**config.mk**
```make
export PLATFORM = sky130hd
export DESIGN_NAME = instr_prefetch_queue
export DESIGN_NICKNAME = d
export VERILOG_FILES = /design/src/rtl/instr_prefetch_queue.sv
export SDC_FILE = /design/constraint.sdc
export NUM_CORES = 1
export LEC_CHECK = 0
export CELL_PAD_IN_SITES_DETAIL_PLACEMENT = 0
export CELL_PAD_IN_SITES_GLOBAL_PLACEMENT = 1
export CORE_MARGIN = 3
export CORE_UTILIZATION = 42
export DETAILED_ROUTE_END_ITERATION = 10
export MAX_ROUTING_LAYER = met4
export PLACE_DENSITY = 0.82
export SETUP_SLACK_MARGIN = 0.5
export SLEW_MARGIN = 20
export SYNTH_ARGS = -nofsm -noshare
export SYNTH_HDL_FRONTEND = slang
export SYNTH_SLANG_ARGS = --single-unit
```
**constraint.sdc**
```tcl
create_clock -name clk -period 3.1 [get_ports clk]
set_input_delay 0.62 -clock clk [delete_from_list [all_inputs] [get_ports clk]]
set_output_delay 0.62 -clock clk [all_outputs]
set_load 0.02 [all_outputs]
```
**src/rtl/instr_prefetch_queue.sv**
```systemverilog
// Sequential instruction prefetcher feeding the Fetch stage through a PC-tagged FIFO.
// Define PREFETCH_BYPASS_EN to forward a response straight to the outputs when the queue is empty.
module instr_prefetch_queue #(
  parameter int unsigned ADDR_W   = 32,
  parameter int unsigned DATA_W   = 32,
  parameter int unsigned DEPTH    = 4,
  parameter logic [ADDR_W-1:0] RESET_PC = '0
) (
  input  logic              clk,
  input  logic              reset,
  input  logic              redirect_valid,
  input  logic [ADDR_W-1:0] redirect_pc,
  output logic              mem_req_valid,
  output logic [ADDR_W-1:0] mem_req_addr,
  input  logic              mem_req_ready,
  input  logic              mem_rsp_valid,
  input  logic [DATA_W-1:0] mem_rsp_data,
  input  logic              stall_F,
  output logic              instr_valid,
  output logic [DATA_W-1:0] instr,
  output logic [ADDR_W-1:0] instr_pc
);

  localparam int unsigned PTR_W = $clog2(DEPTH);
  localparam int unsigned CNT_W = PTR_W + 1;

  typedef enum logic [1:0] {S_FETCH, S_WAIT, S_DRAIN} state_t;

  state_t             state, state_nxt;
  logic [ADDR_W-1:0]  fetch_pc;
  logic [ADDR_W-1:0]  req_pc;
  logic [CNT_W-1:0]   count;
  logic [PTR_W-1:0]   rd_ptr, wr_ptr;
  logic [DATA_W-1:0]  fifo_data [DEPTH];
  logic [ADDR_W-1:0]  fifo_pc   [DEPTH];

  logic req_accept, push, pop, bypass, fifo_nonempty;

  assign fifo_nonempty = (count != '0);
  assign req_accept    = mem_req_valid & mem_req_ready;

`ifdef PREFETCH_BYPASS_EN
  assign bypass = reset & ~fifo_nonempty & (state == S_WAIT) & mem_rsp_valid & ~redirect_valid;
`else
  assign bypass = 1'b0;
`endif

  // A bypassed word consumed this cycle must not also land in the FIFO.
  assign push = (state == S_WAIT) & mem_rsp_valid & ~redirect_valid & ~(bypass & ~stall_F);
  assign pop  = fifo_nonempty & ~stall_F & ~redirect_valid;

  always_ff @(posedge clk) begin
    if (!reset) state <= S_FETCH;
    else        state <= state_nxt;
  end

  // A response landing in the redirect cycle retires the outstanding request, so no drain is needed.
  always_comb begin
    state_nxt = state;
    unique case (state)
      S_FETCH: if (req_accept)         state_nxt = redirect_valid ? S_DRAIN : S_WAIT;
      S_WAIT:  if (mem_rsp_valid)      state_nxt = S_FETCH;
               else if (redirect_valid) state_nxt = S_DRAIN;
      S_DRAIN: if (mem_rsp_valid)      state_nxt = S_FETCH;
      default:                         state_nxt = S_FETCH;
    endcase
  end

  always_comb begin
    mem_req_valid = reset & (state == S_FETCH) & (count < CNT_W'(DEPTH));
    mem_req_addr  = fetch_pc;
    instr_valid   = (reset & fifo_nonempty) | bypass;
    instr         = '0;
    instr_pc      = '0;
    if (bypass) begin
      instr    = mem_rsp_data;
      instr_pc = req_pc;
    end else if (fifo_nonempty) begin
      instr    = fifo_data[rd_ptr];
      instr_pc = fifo_pc[rd_ptr];
    end
  end

  always_ff @(posedge clk) begin
    if (!reset) begin
      fetch_pc <= RESET_PC;
      req_pc   <= '0;
      count    <= '0;
      rd_ptr   <= '0;
      wr_ptr   <= '0;
    end else if (redirect_valid) begin
      fetch_pc <= redirect_pc;
      count    <= '0;
      rd_ptr   <= '0;
      wr_ptr   <= '0;
    end else begin
      if (req_accept) begin
        fetch_pc <= fetch_pc + ADDR_W'(4);
        req_pc   <= fetch_pc;
      end
      if (push) wr_ptr <= wr_ptr + PTR_W'(1);
      if (pop)  rd_ptr <= rd_ptr + PTR_W'(1);
      count <= count + CNT_W'(push) - CNT_W'(pop);
    end
  end

  always_ff @(posedge clk) begin
    if (reset && push) begin
      fifo_data[wr_ptr] <= mem_rsp_data;
      fifo_pc[wr_ptr]   <= req_pc;
    end
  end

endmodule

```
==> results.tsv <==
metric	value	unit
outcome	finished clean	
Fin Clk Skew	0.00911	ns
Hold Path Class	flip-flop to flip-flop	
I/O Buffers	167	
switching share of power	20.0	%
Slew headroom	65.5	%
FP Rows	64	
remaining antenna violation count	0	
Core Region	30700	um^2
internal power	7540	uW
first-pass GRT wire length	45.9	mm
number of global-route vias before repair	7846	
max cap viols	0	
register area share after synthesis	70.0	%
FFs w/ async S/R, synth	0	%
GPL Wtd Cong	0.837	
final setup vio count	0	
r2r startpoint	count[1]	
fin nets	1119	
routed wire length per instance	20.5	um
Top Ports	168	
Area growth, synth to finish	29.8	%
crit start category	flip-flop	
DIE HEIGHT	183	um
clk buf depth	3	
largest net degree at the start of global routing	56	
die width	183	um
Yosys reg bits	331	
Logic pwr share	4.0	%
CTS tree	built	
Slew @ Worst Pin	0.517	ns
DRT iter0 DRCs	623	
sequential share of power	51.6	%
initial antenna violation count	0	
Post-synth EDFFs	256	
via/cell ratio	5.43	
crit path max fanout	5	
commonest non-fill, non-tap cell in the layout	edfxtp_1	
period utilization	89.3	%
Mapped Avg Cell Area	15.6	um^2
Final Hold Viols	0	
Num CTS Buffers	34	
LEAKAGE	0.00587	uW
Setup CP Type	flip-flop to output pin	
crit path capture type	output pin	
Synth Net Count	918	
Clock Tree Root	clkbuf_16	
min Tclk post-route	2.77	ns
total negative setup slack	0	ns
Slew Limit Fails	0	
htree depth	2	
synthesized area	13100	um^2
achievable frequency	361	MHz
clk_lat worst skew	0.50	ns
Required @ worst endpoint	2.48	ns
Crit path arrival time	2.15	ns
DR pass1 iterations	5	
share of layout cells above drive strength 1	22.4	%
Post-Synthesis Cells	840	
commonest non-fill, non-tap cells in the layout	256 x edfxtp_1, 101 x clkdlybuf4s50_1, 77 x nand2_1	
Unique masters post-synth	47	
total track usage	17.9	%
# fillers	2407	
CTS Sinks	331	
Hold Slack	0.476	ns
Worst IR Drop VDD	0.362	mV
Detailed Route WL	30.0	mm
# diodes	0	
Initial Util	42.8	%
PwrDens	553	nW/um^2
synth warn	0	
clock network power share	44.4	%
Hold Crit Start	mem_req_addr[0]	
Net Switching	1880	uW
vias after detailed routing	7940	
clk slew on worst S/H paths	0.06	ns
grt ovf	0	
Post-DP HPWL	18.1	mm
Most used DFF post-synth	edfxtp_1	
DRC Markers	0	
RSZ-0062 raised after global routing	true	
Die Area	33400	um^2
worst max-delay path, stage by stage, from the launching register on:
cell	delay, ns
dfxtp_4	0.45
buf_12	0.16
buf_12	0.11
clkbuf_16	0.14
mux4_2	0.50
nor2b_4	0.15
buf_6	0.13
cell usage after synthesis, types with 13 or more instances:
library cell / count / area [um^2]
nor2_1: 20 / 75.1
clkbuf_1: 44 / 165
nor2b_1: 65 / 407
a21oi_1: 40 / 200
nand2_1: 77 / 289
nand3_1: 18 / 90.1
nand4_1: 13 / 81.3
mux4_2: 64 / 1440
o21ai_0: 23 / 115
dfxtp_1: 75 / 1500
edfxtp_1: 256 / 7690
cell families (layout without fill, tap and decap cells):
logic type	Yosys count	count (layout)	synth area share, %
AOI/OAI and AO/OA	105	105	4.86
and+or+nand+nor	257	257	10.6
DFF	331	331	70.0
muxes	67	67	11.2
buffers and inverters	60	286	1.78
xor gates and xnor gates	12	12	0.800
adders and majority gates	8	8	0.819
power by group through the flow:
stage	Sequential [uW]	Combinational, uW	Clock, uW
5_1_grt	4860	405	4460
3_5_place_dp	4950	372	0
3_3_place_gp	4950	368	0
2_1_floorplan	4960	124	0
4_1_cts	4860	374	4270
6_report	4860	376	4190
per-stage QoR:
stage,instances,total power [uW],util [%],worst slack [ns],instance area [um^2]
global route,1462,9730,55.6,0.252,17000
global placement,1381,5320,50.7,0.277,15500
CTS,1456,9500,54.7,0.281,16800
detailed placement,1381,5320,50.7,0.199,15500
floorplan,840,5090,-,0.507,13100
finish,1462,9420,55.6,0.332,17000
sequential cells by signal (all words and copies together) (netlist names), named ones only:
| register | count |
|---|---|
| count | 3 |
| fifo_data | 128 |
| fifo_pc | 128 |
| mem_req_addr | 32 |
| rd_ptr | 2 |
| req_pc | 32 |
| state | 2 |
| wr_ptr | 2 |
layer usage:
layer / part of all wire (%) / routed length, um / GRT usage (%)
met5: 0 / 0 / -
met4: 1.8 / 539 / 4.23
met3: 5.9 / 1770 / 3.09
met2: 44 / 13300 / 25.8
met1: 48 / 14400 / 27.0
worst paths after layout:
kind / to / cells after the start / slack, ns
worst max-delay path: instr_pc[7] / 6 / 0.33
worst min-delay path: req_pc[0] / 2 / 0.48
worst max register to register: count[2] / 10 / 0.80
worst min register to register: req_pc[0] / 2 / 0.48
layout make-up:
cell class                      count  area (um^2)  area share (%)
Tap cell                          396          495            2.91
Multi-Input combinational cell    449         3850            22.6
Inverter                            8         30.0           0.176
Clock inverter                     17          196            1.15
Timing Repair Buffer              217         2310            13.6
Sequential cell                   331         9200            53.9
Clock buffer                       44          972            5.70
what timing repair did:
item                       CTS  global route
setup endpoints to repair   66            66
cloned                       4             3
hold buffers                 0             0
resized for setup          210            82
pin swaps                    1             0
buffers inserted            10             3
(Power assumes the default switching activity.)
